$ cat src/rtl/gap_sched_pkg.sv
// Shared constants, FSM encoding and round-robin pick helper for the gap job scheduler.
package gap_sched_pkg;

    localparam int unsigned DW     = 32;
    localparam int unsigned GW     = 6;
    localparam int unsigned KW     = $clog2(DW);
    localparam int unsigned MAXREQ = 8;
    localparam int unsigned PW     = 3;

    localparam logic [1:0] IDLE = 2'd0;
    localparam logic [1:0] SCAN = 2'd1;
    localparam logic [1:0] RESP = 2'd2;

    typedef struct packed {
        logic          found;
        logic [PW-1:0] idx;
    } pick_t;

    // First valid index at or above ptr, wrapping modulo n.
    function automatic pick_t rr_pick(input logic [MAXREQ-1:0] valid,
                                      input logic [PW-1:0]     ptr,
                                      input int unsigned       n);
        pick_t       r;
        int unsigned j;
        r = '0;
        for (int unsigned i = 0; i < MAXREQ; i++) begin
            j = (32'(ptr) + i) % n;
            if (i < n && !r.found && valid[PW'(j)]) begin
                r.found = 1'b1;
                r.idx   = PW'(j);
            end
        end
        return r;
    endfunction

endpackage

$ cat src/rtl/gap_job_sched_if.sv
// Request/response bus between the requesters, the result consumer and gap_job_sched.
interface gap_job_sched_if #(
    parameter int unsigned NREQ = 4,
    parameter int unsigned DW   = 32,
    parameter int unsigned GW   = 6,
    parameter int unsigned IDW  = 2
);
    logic [NREQ-1:0]    req_valid;
    logic [NREQ*DW-1:0] req_data;
    logic [NREQ-1:0]    req_ready;
    logic               rsp_valid;
    logic               rsp_ready;
    logic [IDW-1:0]     rsp_id;
    logic [GW-1:0]      rsp_gap;
    logic               busy;

    modport master (
        output req_valid, req_data, rsp_ready,
        input  req_ready, rsp_valid, rsp_id, rsp_gap, busy
    );

    modport slave (
        input  req_valid, req_data, rsp_ready,
        output req_ready, rsp_valid, rsp_id, rsp_gap, busy
    );
endinterface

$ cat src/rtl/gap_scan_core.sv
// Bit-serial longest-bounded-zero-run engine, LSB first.
// GAP_EARLY_EXIT_EN: stop once the remaining shifted word is zero instead of after DW bits.
module gap_scan_core
    import gap_sched_pkg::*;
(
    input  logic          clk,
    input  logic          rst,
    input  logic          start_i,
    input  logic [DW-1:0] word_i,
    output logic          done_o,
    output logic [GW-1:0] gap_o
);

    logic [DW-1:0] sh_q, sh_d;
    logic [GW-1:0] run_q, run_d;
    logic [GW-1:0] best_q, best_d;
    logic          seen1_q, seen1_d;
    logic          active_q, active_d;
    logic          done_q, done_d;
    logic          last_c;
`ifndef GAP_EARLY_EXIT_EN
    logic [KW-1:0] k_q, k_d;
`endif

    always_ff @(posedge clk) begin
        if (!rst) begin
            sh_q     <= '0;
            run_q    <= '0;
            best_q   <= '0;
            seen1_q  <= 1'b0;
            active_q <= 1'b0;
            done_q   <= 1'b0;
`ifndef GAP_EARLY_EXIT_EN
            k_q      <= '0;
`endif
        end else begin
            sh_q     <= sh_d;
            run_q    <= run_d;
            best_q   <= best_d;
            seen1_q  <= seen1_d;
            active_q <= active_d;
            done_q   <= done_d;
`ifndef GAP_EARLY_EXIT_EN
            k_q      <= k_d;
`endif
        end
    end

`ifdef GAP_EARLY_EXIT_EN
    assign last_c = (sh_q[DW-1:1] == '0);
`else
    assign last_c = (k_q == KW'(DW - 1));
`endif

    // Process one bit per cycle; done pulses once the final bit has been folded into best.
    always_comb begin
        sh_d     = sh_q;
        run_d    = run_q;
        best_d   = best_q;
        seen1_d  = seen1_q;
        active_d = active_q;
        done_d   = 1'b0;
`ifndef GAP_EARLY_EXIT_EN
        k_d      = k_q;
`endif
        if (start_i) begin
            sh_d     = word_i;
            run_d    = '0;
            best_d   = '0;
            seen1_d  = 1'b0;
            active_d = 1'b1;
`ifndef GAP_EARLY_EXIT_EN
            k_d      = '0;
`endif
        end else if (active_q) begin
            sh_d = sh_q >> 1;
`ifndef GAP_EARLY_EXIT_EN
            k_d  = k_q + KW'(1);
`endif
            if (sh_q[0]) begin
                if (seen1_q && (run_q > best_q)) best_d = run_q;
                run_d   = '0;
                seen1_d = 1'b1;
            end else if (seen1_q) begin
                run_d = run_q + GW'(1);
            end
            if (last_c) begin
                active_d = 1'b0;
                done_d   = 1'b1;
            end
        end
    end

    assign done_o = done_q;
    assign gap_o  = best_q;

endmodule

$ cat src/rtl/gap_job_sched.sv
// Round-robin arbiter sharing one gap_scan_core among NREQ requesters; one job in flight.
// GAP_EARLY_EXIT_EN selects the data-dependent-latency engine.
module gap_job_sched
    import gap_sched_pkg::*;
#(
    parameter int unsigned NREQ = 4,
    parameter int unsigned IDW  = $clog2(NREQ)
) (
    input  logic            clk,
    input  logic            rst,
    gap_job_sched_if.slave  bus
);

    logic [1:0]     state_q, state_d;
    logic [IDW-1:0] rr_q, rr_d;
    logic [IDW-1:0] id_q, id_d;
    logic           rsp_valid_q, rsp_valid_d;
    logic [GW-1:0]  gap_q, gap_d;
    logic           busy_q, busy_d;

    pick_t          pick_c;
    logic [IDW-1:0] sel_c;
    logic [NREQ-1:0] grant_c;
    logic           accept_c;
    logic [DW-1:0]  word_c;
    logic           core_done;
    logic [GW-1:0]  core_gap;

    // Grant is only offered while idle and out of reset.
    always_comb begin
        pick_c  = rr_pick(MAXREQ'(bus.req_valid), PW'(rr_q), NREQ);
        sel_c   = IDW'(pick_c.idx);
        grant_c = '0;
        if (rst && (state_q == IDLE) && pick_c.found) grant_c = NREQ'(1) << sel_c;
    end

    assign accept_c      = |grant_c;
    assign word_c        = bus.req_data[sel_c*DW +: DW];
    assign bus.req_ready = grant_c;

    gap_scan_core u_core (
        .clk     (clk),
        .rst     (rst),
        .start_i (accept_c),
        .word_i  (word_c),
        .done_o  (core_done),
        .gap_o   (core_gap)
    );

    always_ff @(posedge clk) begin
        if (!rst) begin
            state_q     <= IDLE;
            rr_q        <= '0;
            id_q        <= '0;
            rsp_valid_q <= 1'b0;
            gap_q       <= '0;
            busy_q      <= 1'b0;
        end else begin
            state_q     <= state_d;
            rr_q        <= rr_d;
            id_q        <= id_d;
            rsp_valid_q <= rsp_valid_d;
            gap_q       <= gap_d;
            busy_q      <= busy_d;
        end
    end

    always_comb begin
        state_d     = state_q;
        rr_d        = rr_q;
        id_d        = id_q;
        rsp_valid_d = rsp_valid_q;
        gap_d       = gap_q;
        busy_d      = busy_q;
        case (state_q)
            IDLE: begin
                if (accept_c) begin
                    state_d = SCAN;
                    id_d    = sel_c;
                    rr_d    = IDW'((32'(sel_c) + 32'd1) % NREQ);
                    busy_d  = 1'b1;
                end
            end
            SCAN: begin
                if (core_done) begin
                    state_d     = RESP;
                    rsp_valid_d = 1'b1;
                    gap_d       = core_gap;
                end
            end
            RESP: begin
                if (bus.rsp_ready) begin
                    state_d     = IDLE;
                    rsp_valid_d = 1'b0;
                    busy_d      = 1'b0;
                end
            end
            default: state_d = IDLE;
        endcase
    end

    assign bus.rsp_valid = rsp_valid_q;
    assign bus.rsp_id    = id_q;
    assign bus.rsp_gap   = gap_q;
    assign bus.busy      = busy_q;

endmodule

$ cat src/flat_wrapper.sv
// flat-port wrapper written by rule: the top's interface ports become plain ports
module gap_job_sched_flat import gap_sched_pkg::*;
#(
    parameter int unsigned NREQ = 4,
    parameter int unsigned IDW  = $clog2(NREQ)
)
  (clk, rst, bus_req_valid, bus_req_data, bus_rsp_ready, bus_req_ready, bus_rsp_valid, bus_rsp_id, bus_rsp_gap, bus_busy);
  gap_job_sched_if #(.NREQ(NREQ), .DW(DW), .GW(GW), .IDW(IDW)) bus_i ();
  input  logic clk;
  input  logic rst;
  input wire logic [$bits(bus_i.req_valid)-1:0] bus_req_valid;
  input wire logic [$bits(bus_i.req_data)-1:0] bus_req_data;
  input wire logic [$bits(bus_i.rsp_ready)-1:0] bus_rsp_ready;
  output wire logic [$bits(bus_i.req_ready)-1:0] bus_req_ready;
  output wire logic [$bits(bus_i.rsp_valid)-1:0] bus_rsp_valid;
  output wire logic [$bits(bus_i.rsp_id)-1:0] bus_rsp_id;
  output wire logic [$bits(bus_i.rsp_gap)-1:0] bus_rsp_gap;
  output wire logic [$bits(bus_i.busy)-1:0] bus_busy;
  assign bus_i.req_valid = bus_req_valid;
  assign bus_i.req_data = bus_req_data;
  assign bus_i.rsp_ready = bus_rsp_ready;
  assign bus_req_ready = bus_i.req_ready;
  assign bus_rsp_valid = bus_i.rsp_valid;
  assign bus_rsp_id = bus_i.rsp_id;
  assign bus_rsp_gap = bus_i.rsp_gap;
  assign bus_busy = bus_i.busy;
  gap_job_sched #(.NREQ(NREQ), .IDW(IDW)) u_core (.clk(clk), .rst(rst), .bus(bus_i));
endmodule
$ cat config.mk
export PLATFORM = sky130hd
export DESIGN_NAME = gap_job_sched_flat
export DESIGN_NICKNAME = d
export VERILOG_FILES = /design/src/rtl/gap_sched_pkg.sv /design/src/rtl/gap_job_sched_if.sv /design/src/rtl/gap_scan_core.sv /design/src/rtl/gap_job_sched.sv /design/src/flat_wrapper.sv
export SDC_FILE = /design/constraint.sdc
export NUM_CORES = 1
export LEC_CHECK = 0
export CORE_UTILIZATION = 35
export DETAILED_ROUTE_END_ITERATION = 6
export GPL_ROUTABILITY_DRIVEN = 0
export HOLD_SLACK_MARGIN = 0.15
export PLACE_DENSITY = 0.66
export SETUP_SLACK_MARGIN = 0.4
export SLEW_MARGIN = 10
export SYNTH_ARGS = -nofsm -noshare
export SYNTH_HDL_FRONTEND = slang
export SYNTH_SLANG_ARGS = --single-unit
$ cat constraint.sdc
create_clock -name clk -period 2.44 [get_ports clk]
set_input_delay 0.488 -clock clk [delete_from_list [all_inputs] [get_ports clk]]
set_output_delay 0.488 -clock clk [all_outputs]
set_load 0.05 [all_outputs]
==> metrics, run 1 <==
setup violators final=0; CTS Buf Count=9; vias per cell=5.06; Post-DRT Antenna Nets=0; Max VDD drop=0.320 mV; FMAX=0.448 GHz; Worst-path clk slew=70 ps; Final Cell Area=6280 µm²; Comb pwr share=0.295; Final #Nets=728; crit path max fanout=5; core area=10900 µm²; Hold Path Class=reg2reg; R2R Path End=u_core.u_core.sh_q[19]$_SDFFE_PN0P_; Unique masters post-synth=48; most frequent cell after synthesis=dfxtp_1; drt drc=0; gr ovfl total=0; Cells after Synth=411; Clk network pwr share=0.322; Pint=2.30 mW; Worst R2R Path Depth=8; Fin Clk Skew=9.52 ps; worst hold path cell count=2; hold path start=u_core.bus.rsp_gap[2]$_SDFFE_PN0P_; Hold Path Sink=u_core.bus.rsp_gap[2]$_SDFFE_PN0P_; Yosys reg bits=66; prevailing post-synth register cell=dfxtp_1; syn nets=555; # diodes=0; Final HPWL DP=8200 µm; Max-cap violations=0; Sink Count=66; commonest cells in the netlist=66 x dfxtp_1, 63 x nand2_1, 40 x mux2i_1; R2R setup slack=430 ps; CTS tree=built; Crit path arrival time=1740 ps; CP required=1950 ps; clock buffer depth=2; startpoint class of the critical path=input pin; pin count of the biggest net entering global routing=32; EDFF count, synth=0; final wirelength=11100 µm; Rows=38; asr flop ratio synth=0; Final Hold Vio Count=0; Starting Density=0.362; Synth Cell Area=3940 µm²; critical path, cell by cell=buf_2, nor2b_4, or4b_4, nand2_8, and3_4, buf_12; synth warn=0; RSZ-0062 raised after global routing=yes; Worst-Skew Late Latency=330 ps; crit share post-route=0.915; io pins=149; synthesized area per cell=9.58 µm²; post-synth top area cell=dfxtp_1; Die Wd=108 µm; Leak=2.37 nW; critical path type=in2out; die area=11700 µm²; count of input and output buffers=148; Psw=0.838 mW; post-synth top area share=0.336; synth top area cells=dfxtp_1 34%, mux2i_1 10%, mux2_2 9.2%, o221ai_2 9.2%, nand2_1 6.0%; Die Y=108 µm; global-route usage over all layers=0.192; Power Density=499 nW/µm²; Avg WL per Cell=15.3 µm; post-layout minimum cycle time=2230 ps; setup TNS=0 ps; final slew viol count=0; router iterations before antenna repair=5; Critical Path End Type=primary output; Worst-Margin Slew=510 ps; RR Startpoint=u_core.rr_q[0]$_SDFFE_PN0P_; Max H-tree Level=3; status=finished clean; layout cells sized above 1=0.270; crit path max-delay cell type=or4b_4; sequential area share after synthesis=0.336; initial antenna violation count=0; Placed Area=5770 µm²; Layout Cells excl Fill=729; Area growth syn-to-layout=59.6%; Slew HR=0.659; CTS root buffer=clkbuf_8; vias in the first global route=3796; CP max stage delay=580 ps; placed insts=700; Sw Share=0.267; Reg power frac=0.383; first-pass GRT wire length=17900 µm; 1st-iter DRT viols=112; DR vias=3691
registers in the layout (all words and copies together), names as in the netlist:
| signal | flops |
|---|---|
| u_core.u_core.gap_o | 6 |
| u_core.bus.rsp_valid | 1 |
| u_core.u_core.seen1_q | 1 |
| u_core.rr_q | 2 |
| u_core.bus.busy | 1 |
| u_core.u_core.done_o | 1 |
| u_core.bus.rsp_gap | 6 |
| u_core.u_core.active_q | 1 |
| u_core.bus.rsp_id | 2 |
| u_core.u_core.k_q | 5 |
| u_core.u_core.run_q | 6 |
| u_core.state_q | 2 |
| u_core.u_core.sh_q | 32 |
per-layer routing:
| metal | GRT usage | part of all wire |
|---|---|---|
| met5 | 0 | 0 |
| met2 | 0.346 | 0.50 |
| met1 | 0.235 | 0.45 |
| met3 | 0.0374 | 0.039 |
| met4 | 0.0421 | 0.013 |
power groups by stage:
| stage | clock [mW] | sequential [mW] | combinational, mW |
|---|---|---|---|
| after global routing | 1.10 | 1.21 | 0.993 |
| final | 1.01 | 1.20 | 0.926 |
| after floorplan | 0 | 1.21 | 0.468 |
| after detailed placement | 0 | 1.22 | 0.814 |
| after global placement | 0 | 1.22 | 0.808 |
| after CTS | 1.04 | 1.20 | 0.861 |
layout by cell type, fill, tap and decap left out, types with 7 or more instances in the layout:
master,n
clkdlybuf4s50_1,138
nand2_1,62
dfxtp_1,61
buf_4,36
mux2_2,32
a22oi_1,31
mux2i_1,26
o221ai_2,24
nor2_1,16
a21boi_0,12
mux2i_2,12
nand3_1,11
clkbuf_8,10
ha_1,9
o221ai_1,7
buf_12,7
timing repair:
| item | 4_1_cts | 5_1_grt |
|---|---|---|
| gates cloned | 1 | 2 |
| gates resized for setup | 35 | 25 |
| pin swaps | 6 | 6 |
| setup buffers | 6 | 4 |
| hold buffers | 0 | 0 |
| setup endpoints to repair | 58 | 29 |
how the worst max path moves through the flow:
stage,slack [ps],to,cells past startpoint,startpoint
final,210,bus_req_ready[3],6,bus_req_valid[2]
after global routing,160,bus_req_ready[3],5,u_core.rr_q[0]$_SDFFE_PN0P_
after CTS,200,bus_req_ready[3],5,u_core.rr_q[0]$_SDFFE_PN0P_
after detailed placement,-330,bus_req_ready[3],6,bus_req_valid[0]
after global placement,-260,bus_req_ready[3],6,bus_req_valid[0]
after floorplan,140,bus_req_ready[3],6,bus_req_valid[2]
worst max-delay path: cells and delay by family:
family                 cells  cell delay (ps)
and+or+nand+nor            4             1000
buffers and inverters      2              260
cell families (layout without fill, tap and decap cells):
kind of cell               count (synthesis)  count (layout)  share of synthesized area
buffers and inverters                     37             215                     0.0505
and+or+nand+nor                          118             118                      0.140
xor gates and xnor gates                   8               8                     0.0178
AOI/OAI and AO/OA                        101             101                      0.235
DFF                                       66              66                      0.336
adders and majority gates                  9               9                     0.0286
muxes                                     72              72                      0.193
metrics by stage:
step	power, mW	utilization	hold WS (ps)	setup slack, ps
floorplan	1.68	-	448	138
global placement	2.03	0.530	456	-255
detailed placement	2.04	0.530	469	-334
CTS	3.10	0.561	479	198
global route	3.30	0.577	500	165
finish	3.14	0.577	475	208
final cells by class:
class	instances	area, µm²
Fill cell	956	4600
Tap cell	140	175
Clock buffer	11	141
Multi-Input combinational cell	308	2570
Clock inverter	5	77.6
Timing Repair Buffer	193	1960
Sequential cell	66	1340
Inverter	6	22.5
(Power assumes the default switching activity.)
==> run 2: changes to the inputs <==
--- a/config.mk
+++ b/config.mk
@@ -5,6 +5,7 @@
 export SDC_FILE = /design/constraint.sdc
 export NUM_CORES = 1
 export LEC_CHECK = 0
+export CORE_MARGIN = 4
 export CORE_UTILIZATION = 35
 export DETAILED_ROUTE_END_ITERATION = 6
 export GPL_ROUTABILITY_DRIVEN = 0
==> run 2 against run 1 <==
Against the previous run:
- core utilization decreased by 0.62 points
- first-iteration DRC count is 27% higher
- final area fell by 0.64%
- total power increased by 7.0%
- global-route usage shrank 1.3 points
- worst hold slack worse by 14 ps
- critical path depth unchanged
- critical endpoint unchanged
- flip-flop and latch count unchanged
- cell count is 1.2% lower
- routed wire length rose by 2.7%
- die area up 11%
- sequential share of layout area is 0.076 points higher
==> metrics, run 2 (synthesis gave the netlist of run 1 again) <==
Design Power=3.36 mW; Biggest register=u_core.u_core.sh_q; critical path, cell by cell=clkbuf_4, nor2_1, or4b_4, nand2_8, and3_4, buf_12; Buf/Inv on CP=2; clock buffer depth=2; final wirelength=11400 µm; CP max stage delay=580 ps; die area=13000 µm²; Worst-Skew Late Latency=330 ps; crit path max-delay cell type=or4b_4; Worst-path clk slew=50 ps; Top Family by Delay on Critical Path=simple AND/OR/NAND/NOR gates; 1st-iter DRT viols=142; area occupied by multi-input gates=2520 µm²; initial antenna violation count=0; # diodes=0; Max H-tree Level=3; most frequent cells in the layout=139 x clkdlybuf4s50_1, 62 x nand2_1, 62 x dfxtp_1; post-layout util=0.571; Crit path arrival time=1710 ps; Max VDD drop=0.324 mV; critical path type=in2out; pin count of the biggest net entering global routing=34; vias in the first global route=3915; layout cells sized above 1=0.240; CP required=1950 ps; core area=10900 µm²; final slew viol count=0; Sink Count=66; Final Hold Vio Count=0; CTS Buf Count=9; Leak=2.36 nW; Critical Path End Type=primary output; drt drc=0; gr ovfl total=0; number of fill cells=966; Slew HR=0.634; Die Y=114 µm; setup violators final=0; Max-cap violations=0; post-layout minimum cycle time=2190 ps; max FFs per register=32; status=finished clean; CTS root buffer=clkbuf_16; CTS tree=built; global-route usage over all layers=0.179; Avg WL per Cell=15.9 µm; FMAX=0.456 GHz; most common cell after layout, fill and taps aside=clkdlybuf4s50_1; DR vias=3716; Worst-Margin Slew=548 ps; Die Wd=114 µm; first-pass GRT wire length=19000 µm; io pins=149; Fin Clk Skew=9.14 ps; startpoint class of the critical path=input pin; storage element area=1330 µm²; Power Density=537 nW/µm²; Hold Path Class=reg2reg; crit path max fanout=5; Final #Nets=719; Rows=38; R2R setup slack=520 ps; vias per cell=5.16; Post-DRT Antenna Nets=0; Final HPWL DP=8550 µm; Starting Density=0.360; RSZ-0062 raised after global routing=yes; router iterations before antenna repair=5; crit share post-route=0.899; Area growth syn-to-layout=58.6%; count of input and output buffers=148
-- run 2: through the flow --
step	hold WS [ps]	TNS, ps	std cells	area [µm²]	setup WS (ps)
CTS	466	0	718	6200	219
global placement	456	-5690	697	5810	-242
global route	483	0	720	6240	206
floorplan	448	0	411	3980	138
finish	460	0	720	6240	246
detailed placement	459	-7430	697	5810	-279
-- run 2: tightest hold or removal path, stage by stage (launching register included) --
cell and delay (ps):
dfxtp_1 300, nand2_1 50, a21boi_0 60
-- run 2: repair_timing --
item,4_1_cts,5_1_grt
pin swaps,7,9
setup endpoints to repair,52,4
hold buffers,0,0
setup buffers,5,2
resized for setup,35,12
-- run 2: layout make-up --
cell class,instances,area share
Multi-Input combinational cell,308,0.404
Timing Repair Buffer,184,0.303
Sequential cell,66,0.213
Clock buffer,10,0.0383
Tap cell,140,0.0281
Clock inverter,6,0.0104
Inverter,6,0.00361
-- run 2: worst paths after layout --
path         cells past startpoint                          startpoint                             endpoint
max                              6                    bus_req_valid[1]                     bus_req_ready[3]
min                              2  u_core.bus.rsp_gap[0]$_SDFFE_PN0P_   u_core.bus.rsp_gap[0]$_SDFFE_PN0P_
max reg2reg                      7         u_core.rr_q[0]$_SDFFE_PN0P_  u_core.u_core.sh_q[19]$_SDFFE_PN0P_
min reg2reg                      2  u_core.bus.rsp_gap[0]$_SDFFE_PN0P_   u_core.bus.rsp_gap[0]$_SDFFE_PN0P_
-- run 2: where the power goes --
part	leakage [nW]	internal, mW	switching (mW)
registers	0.541	1.15	0.0510
clock network	0.149	0.819	0.473
logic	1.67	0.510	0.353
-- run 2: routing by layer --
layer,track usage,vias up,share of wire
met5,0,-,0
met4,0.0467,0,0.0091
met3,0.0444,7,0.056
met2,0.317,107,0.51
met1,0.216,1735,0.42
li1,-,1867,-
